File: src/rtl/imem_fetch_ctrl.sv
// -----------------------------------------------------------------------------
// imem_fetch_ctrl
//
// Instruction-fetch controller that sits between the PC register and a
// multi-cycle instruction memory. It samples the PC and reads the instruction
// with a req/ack handshake. The fetched instruction and its PC are then
// presented to the IF/ID stage. The controller drives the PC hold input, so
// the PC advances exactly once per delivered instruction and exactly once per
// flush cycle. Downstream stalls are absorbed here, and so are branch flushes,
// including a flush that arrives while a read is still outstanding.
//
// state  | meaning
// -------+---------------------------------------------------------------
// S_IDLE | sample pc_i and issue a request (unless a flush is redirecting)
// S_REQ  | request outstanding, waiting for mem_ack_i
// S_DONE | instruction valid, waiting for IF/ID to accept it
// S_DROP | flushed while in flight; wait out the ack and discard the data
//
// Ports
//   clk_i, rst_i        clock (rising edge) and synchronous active-high reset
//   pc_i                current PC value
//   hold_o              1 = PC holds, 0 = PC loads its next value
//   stall_i             IF/ID cannot accept an instruction this cycle
//   flush_i             branch/jump taken, PC loads redirect target this cycle
//   mem_req_o           read request (level), mem_addr_o stable while high
//   mem_ack_i           one-cycle data-valid pulse, mem_data_i sampled with it
//   inst_o, inst_pc_o   fetched instruction and its address
//   inst_valid_o        inst_o / inst_pc_o valid
//   fetch_cnt_o         number of instructions handed to IF/ID (wraps)
// -----------------------------------------------------------------------------
module imem_fetch_ctrl #(
    parameter int ADDR_W = 32,
    parameter int DATA_W = 32
) (
    input  logic              clk_i,
    input  logic              rst_i,
    input  logic [ADDR_W-1:0] pc_i,
    output logic              hold_o,
    input  logic              stall_i,
    input  logic              flush_i,
    output logic              mem_req_o,
    output logic [ADDR_W-1:0] mem_addr_o,
    input  logic              mem_ack_i,
    input  logic [DATA_W-1:0] mem_data_i,
    output logic [DATA_W-1:0] inst_o,
    output logic [ADDR_W-1:0] inst_pc_o,
    output logic              inst_valid_o,
    output logic [31:0]       fetch_cnt_o
);

    typedef enum logic [1:0] {
        S_IDLE = 2'd0,
        S_REQ  = 2'd1,
        S_DONE = 2'd2,
        S_DROP = 2'd3
    } state_t;

    state_t              r_state;
    logic                r_mem_req;
    logic [ADDR_W-1:0]   r_mem_addr;
    logic [DATA_W-1:0]   r_inst;
    logic [ADDR_W-1:0]   r_inst_pc;
    logic                r_inst_valid;
    logic [31:0]         r_fetch_cnt;

    state_t              w_state_nxt;
    logic                w_mem_req_nxt;
    logic [ADDR_W-1:0]   w_mem_addr_nxt;
    logic [DATA_W-1:0]   w_inst_nxt;
    logic [ADDR_W-1:0]   w_inst_pc_nxt;
    logic                w_inst_valid_nxt;
    logic [31:0]         w_fetch_cnt_nxt;

    always_ff @(posedge clk_i) begin
        if (rst_i) begin
            r_state      <= S_IDLE;
            r_mem_req    <= 1'b0;
            r_mem_addr   <= '0;
            r_inst       <= '0;
            r_inst_pc    <= '0;
            r_inst_valid <= 1'b0;
            r_fetch_cnt  <= '0;
        end else begin
            r_state      <= w_state_nxt;
            r_mem_req    <= w_mem_req_nxt;
            r_mem_addr   <= w_mem_addr_nxt;
            r_inst       <= w_inst_nxt;
            r_inst_pc    <= w_inst_pc_nxt;
            r_inst_valid <= w_inst_valid_nxt;
            r_fetch_cnt  <= w_fetch_cnt_nxt;
        end
    end

    // mem_ack_i is only looked at in S_REQ / S_DROP, the only states in which
    // a request is outstanding, so a stray ack elsewhere has no effect.
    always_comb begin
        w_state_nxt      = r_state;
        w_mem_req_nxt    = r_mem_req;
        w_mem_addr_nxt   = r_mem_addr;
        w_inst_nxt       = r_inst;
        w_inst_pc_nxt    = r_inst_pc;
        w_inst_valid_nxt = r_inst_valid;
        w_fetch_cnt_nxt  = r_fetch_cnt;
        unique case (r_state)
            S_IDLE: begin
                // During a flush the PC is loading the redirect target, so
                // sampling pc_i now would fetch the stale address.
                if (!flush_i) begin
                    w_mem_addr_nxt = pc_i;
                    w_mem_req_nxt  = 1'b1;
                    w_state_nxt    = S_REQ;
                end
            end
            S_REQ: begin
                if (mem_ack_i) begin
                    w_mem_req_nxt = 1'b0;
                    if (flush_i) begin
                        w_state_nxt = S_IDLE;
                    end else begin
                        w_inst_nxt       = mem_data_i;
                        w_inst_pc_nxt    = r_mem_addr;
                        w_inst_valid_nxt = 1'b1;
                        w_state_nxt      = S_DONE;
                    end
                end else if (flush_i) begin
                    w_state_nxt = S_DROP;
                end
            end
            S_DONE: begin
                if (flush_i) begin
                    w_inst_valid_nxt = 1'b0;
                    w_state_nxt      = S_IDLE;
                end else if (!stall_i) begin
                    w_inst_valid_nxt = 1'b0;
                    w_fetch_cnt_nxt  = r_fetch_cnt + 32'd1;
                    w_state_nxt      = S_IDLE;
                end
            end
            S_DROP: begin
                // Any further flush here only moves the PC; the outstanding
                // read still has to be drained before a new one is issued.
                if (mem_ack_i) begin
                    w_mem_req_nxt = 1'b0;
                    w_state_nxt   = S_IDLE;
                end
            end
            default: w_state_nxt = S_IDLE;
        endcase
    end

    // The PC advances on a handoff or a flush and is frozen otherwise.
    assign hold_o = rst_i | ~(flush_i | ((r_state == S_DONE) & ~stall_i));

    assign mem_req_o    = r_mem_req;
    assign mem_addr_o   = r_mem_addr;
    assign inst_o       = r_inst;
    assign inst_pc_o    = r_inst_pc;
    assign inst_valid_o = r_inst_valid;
    assign fetch_cnt_o  = r_fetch_cnt;

endmodule
File: config.mk
export PLATFORM = sky130hd
export DESIGN_NAME = imem_fetch_ctrl
export DESIGN_NICKNAME = d
export VERILOG_FILES = /design/src/rtl/imem_fetch_ctrl.sv
export SDC_FILE = /design/constraint.sdc
export NUM_CORES = 1
export LEC_CHECK = 0
export CORE_UTILIZATION = 46
export DETAILED_ROUTE_END_ITERATION = 10
export PLACE_DENSITY = 0.87
export SLEW_MARGIN = 20
export SYNTH_ARGS = -nofsm -noshare
export SYNTH_HDL_FRONTEND = slang
export SYNTH_SLANG_ARGS = --single-unit
export TNS_END_PERCENT = 100
File: constraint.sdc
create_clock -name clk_i -period 4.8 [get_ports clk_i]
set_clock_uncertainty 0.05 [all_clocks]
set_input_delay 1.2 -clock clk_i [delete_from_list [all_inputs] [get_ports clk_i]]
set_output_delay 1.2 -clock clk_i [all_outputs]
set_load 0.02 [all_outputs]
[Word level (Yosys, flattened, before mapping)]
Cells that the tools add are included.
W data, S select, Z words.
Operators by class
  add/subtract/negate cells: 1
  eq/ne operators: 10
  mux-type cells: 15
  bitwise operators: 6
  reduce and logical (&&, ||, !) cells: 10
Operators by type and width (number)
  $add A32 B1 Y32 const B: 1
  $mux W2: 7
  $reduce_and A3 Y1: 3
  $ne A2 B2 Y1 const B: 4
  $pmux W2 S4: 1
  $reduce_and A4 Y1: 2
  $ne A3 B3 Y1 const B: 2
  $mux W1: 5
  $eq A2 B2 Y1 const B: 2
  $pmux W1 S2: 2
  $reduce_bool A2 Y1: 2
  $not A1 Y1: 3
  $eq A2 B1 Y1 const B: 1
  $logic_not A2 Y1: 1
  $ne A2 B1 Y1 const B: 1
  $or A1 B1 Y1: 2
  $reduce_and A2 Y1: 1
  $reduce_or A2 Y1: 1
  $and A1 B1 Y1: 1
Storage, ports and cells
  register bits after elaboration: 132
  input port bits: 69
  output and inout bits: 131
  logic and storage cells: 49

[Depth between registers and ports, before layout]
  depth after elaboration: 5
  gate-level depth with buffers: 8
  depth with buffers taken out: 5

[Least setup slack after synthesis]
OpenSTA, ideal clock, no wires.
  kind: input -> register
  start: in flush_i
  end: reg r_fetch_cnt[21], in the netlist fetch_cnt_o[21]
  library setup time: 0.132 ns
  data arrival time: 3.060 ns
  required time: 4.618 ns
  setup slack: 1.558 ns
  stages on the path: 7
  buffers on the path: 3
  path through: or4b_4 buf_6 or4_4 clkbuf_1 clkbuf_1 o31ai_1 a21oi_1
Between the ends
  word-level cells in the longest chain between the ends: 2
RTL lines
  start: declaration: RTL line 40  | input logic flush_i,
  $not A1 Y1 (no line)
  $reduce_and A3 Y1 (no line)
  end signal: assignment: RTL line 90  | r_fetch_cnt <= w_fetch_cnt_nxt;
  end: declaration: RTL line 64  | logic [31:0] r_fetch_cnt;
Every way passes these cells.
A chain may end at the register's enable or synchronous reset.

[Worst setup path in the final report]
  start: in flush_i
  end: out hold_o
Between the ends
  word-level cells in the longest chain between the ends: 3
RTL lines
  $or A1 B1 Y1: RTL line 152  | assign hold_o = rst_i | ~(flush_i | ((r_state == S_DONE) & ~stall_i));
  $not A1 Y1: RTL line 152
  $or A1 B1 Y1: RTL line 152
  end: declaration: RTL line 38  | output logic hold_o,
Every way passes these cells.

==> key figures <==
Power
  – Reported net switching power: 634 uW
  – Peak supply drop: approximately 0.20 mV
  – Sequential share of power: a little over two fifths
  – Switching power as a share of total power: 23.6%
  – PwrDens: around 350 nW/um^2
  – Combinational group share of total power: 8.9%
  – Internal: 2.05 mW
  – Clk network pwr share: between 40% and 50%
  – Pleak: 2.52 nW

Die
  – Die area: between 10,000 and 15,000 sq um
  – Initial Util: between 40% and 50%
  – Cell Rows: 37
  – Ports placed on the boundary: 200
  – Core ar.: 10,400 sq um
  – Floorplan die width: 106 microns
  – Die height: ~110 microns

Placed design
  – DP Area: 7010 sq um
  – Cell total after placement: approximately 900
  – Total of buffers placed on input and output ports: 199
  – Final estimated routing congestion in global placement: 0.788
  – Final HPWL DP: 9720 microns

Synthesis
  – Cell type with the highest aggregate area in the netlist: dfxtp_1
  – Cell area after synthesis: between 4000 and 5000 sq um
  – Gate Count Post-Synth: 619
  – Synth Flop Type: dfxtp_1
  – Total nets after synthesis: approximately 700
  – Yosys reg bits: ~130
  – Number of flops mapped to enable cells by yosys: 0
  – Mean post-synth cell area: 8.03 sq um
  – Proportion of netlist area held by the largest area contributor: 53.2%
  – Async SR Flop Fraction: 0%
  – Portion of the post-synthesis area used by sequential elements: between 50 and 60%
  – Commonest cells in the synthesized netlist: 207 x nand2_1, 132 x dfxtp_1, 122 x a21oi_1
  – Count leader, synth: nand2_1
  – Yosys warns: 0
  – Cell types with the largest area share after synthesis: dfxtp_1 53%, nand2_1 16%, a21oi_1 12%
  – Netlist cell types: 30

Drt
  – Vias per cell: roughly 5.3
  – Antenna Nets Post-Route: 0
  – Post-detailed-route DRC marker count: 0
  – Detail-routed net length per standard cell: between 15 and 20 microns
  – Number of detailed-route iterations in the first pass: 4
  – Total number of vias: ~5,000
  – Number of design-rule violations left by the first detailed-router iteration: between 200 and 300
  – Total routed wirelength: between 10,000 and 15,000 microns

Global route
  – Pin count of the biggest net entering global routing: between 80 and 90
  – Number of global-route vias before repair: roughly 4,700
  – Wire length of the first global-routing pass: roughly 22,000 microns
  – Initial antenna violation count: 0
  – Total routing usage reported by global routing: around a quarter
  – Remaining Overflow, GRT: 0

Finish
  – Fraction of layout cells with a size suffix above 1: around 5.7%
  – Non-filler cells in the finished layout: between 900 and 1,000
  – Sequential cell area: approximately 2600 sq um
  – Area of all placed cells without fillers: approximately 7600 sq um
  – Synth-to-Final Area Change: 53.1%
  – Total of fill cells in the finished design: about 800
  – Nets: 867
  – Multi-input gate area: between 2000 and 2500 sq um
  – Antenna cells: 0

Clock network
  – Setup Fix Bufs, Post-CTS: 0
  – Clock tree from TritonCTS: built
  – Clock latency reported for the late side of the worst-skew pair: about 500 ps
  – Clock root cell: clkbuf_8
  – Clock slew seen by the registers of the worst setup and hold paths: ~60 ps
  – Num CTS Buffers: 17
  – CTS Buffer Depth: 2
  – Hold buffers post-CTS: 0
  – Gates resized, CTS repair: 0
  – Clock sinks: about 130
  – H-tree lvl count: 4

Worst setup path
  – Largest incremental delay on the critical path: between 600 and 700 ps
  – Arrival time at the worst endpoint: between 2000 and 3000 ps
  – Crit path max-delay family: buffers and inverters
  – Chain of cells forming the critical path: clkdlybuf4s50_1, o21bai_1, clkdlybuf4s50_1
  – Cell type of the slowest stage on the worst timing path: clkdlybuf4s50_1
  – Critical Path Most Common Cell: clkdlybuf4s50_1
  – Max Fanout on Critical Path: 8
  – Critical path class: input port to output pin
  – CP required: 3550 ps
  – Buffering stage count on the worst path with inverters included: 2
  – Crit end category: output pin
  – Startpoint Class: input port

STA
  – Unrepaired setup endpoints after global routing: no
  – Worst hold slack: around 400 ps
  – Slew at the pin with the worst max-slew slack: 1080 ps
  – Slew HR: between 20 and 30%
  – Count of endpoints failing hold in the final timing report: 0
  – # setup viols final: 0
  – Total Neg Setup Slack: 0 ps
  – Part of the cycle the worst path needs: 80.5%
  – Top achievable clock speed: 259 MHz
  – Final number of max-transition violations: 0
  – Min Clock Period, post-route: between 3000 and 4000 ps

Worst hold path
  – Hold Crit Class: flop to flop

Run
  – Max-cap violations: 0

Status
  – Outcome: finished, final reports clean
state kept, by name, indices dropped and copies added, names as in the netlist:
name,cells
fetch_cnt_o,32
inst_o,32
inst_pc_o,32
mem_addr_o,32
r_state,2
inst_valid_o,1
mem_req_o,1
power by group through the flow:
stage	Combinational (mW)	Sequential (mW)	Clock (mW)
2_1_floorplan	0.0739	1.20	0
3_3_place_gp	0.233	1.17	0
3_5_place_dp	0.237	1.17	0
4_1_cts	0.238	1.14	1.32
5_1_grt	0.254	1.15	1.38
6_report	0.238	1.14	1.30
per-layer routing:
layer	vias up	part of all wire, %	global-route usage [%]
li1	2466	-	-
met1	2367	42	30.4
met2	179	50	42.6
met3	12	6.2	6.44
met4	0	1.3	8.43
met5	-	0	0
worst paths after layout:
check | endpoint | cells past startpoint | slack (ps) | start
worst min register to register | inst_o[2] | 2 | 400 | inst_o[2]
worst min-delay path | inst_o[2] | 2 | 400 | inst_o[2]
worst max register to register | fetch_cnt_o[28] | 4 | 2080 | fetch_cnt_o[10]
worst max-delay path | hold_o | 3 | 940 | flush_i
cells by family (layout without fill, tap and decap cells):
group	Yosys count	after routing	synth area share, %
adders and majority gates	1	1	0.252
DFF	132	132	53.2
muxes	1	1	0.227
xor gates and xnor gates	8	8	1.41
buffers and inverters	50	241	4.23
AOI/OAI and AO/OA	149	149	16.1
and+or+nand+nor	278	278	24.6
metrics by stage:
stage          utilization, %  setup WS, ps  total power [mW]
5_1_grt                  73.1           906              2.78
4_1_cts                  73.1           947              2.70
2_1_floorplan               -          1560              1.27
3_3_place_gp             67.2           967              1.40
6_report                 73.1           937              2.68
3_5_place_dp             67.3           876              1.41
layout make-up:
type / instances / area share, %
clock inverters: 14 / 2.32
flip-flops and latches: 132 / 34.7
well taps: 136 / 2.24
clock buffers: 18 / 5.62
multi-input cells: 437 / 28.1
inverters: 5 / 0.247
repair buffers: 204 / 26.8
worst reg2reg max path: stages, from the launching register on:
cell     delay, ps
dfxtp_1        410
nand3_1        510
or4_1          930
or4_1          560
a21oi_1        180
layout by cell type, fill, tap and decap left out, types with 2 or more instances in the layout:
master,instances
nand4_1,7
inv_6,3
or3_1,5
clkinv_4,2
nor3_2,2
inv_1,5
a21oi_1,122
nand3_1,10
nor3_1,3
xnor2_1,6
and4_1,3
dfxtp_1,132
or4_4,2
nor2_1,12
clkbuf_8,2
nand2_1,206
clkinvlp_4,5
o21ai_0,6
clkbuf_16,16
xor2_1,2
o31ai_1,18
nand2b_1,2
bufinv_16,3
or4_1,19
buf_4,5
clkdlybuf4s50_1,198
Note: power is estimated with default switching activity, not from simulation.
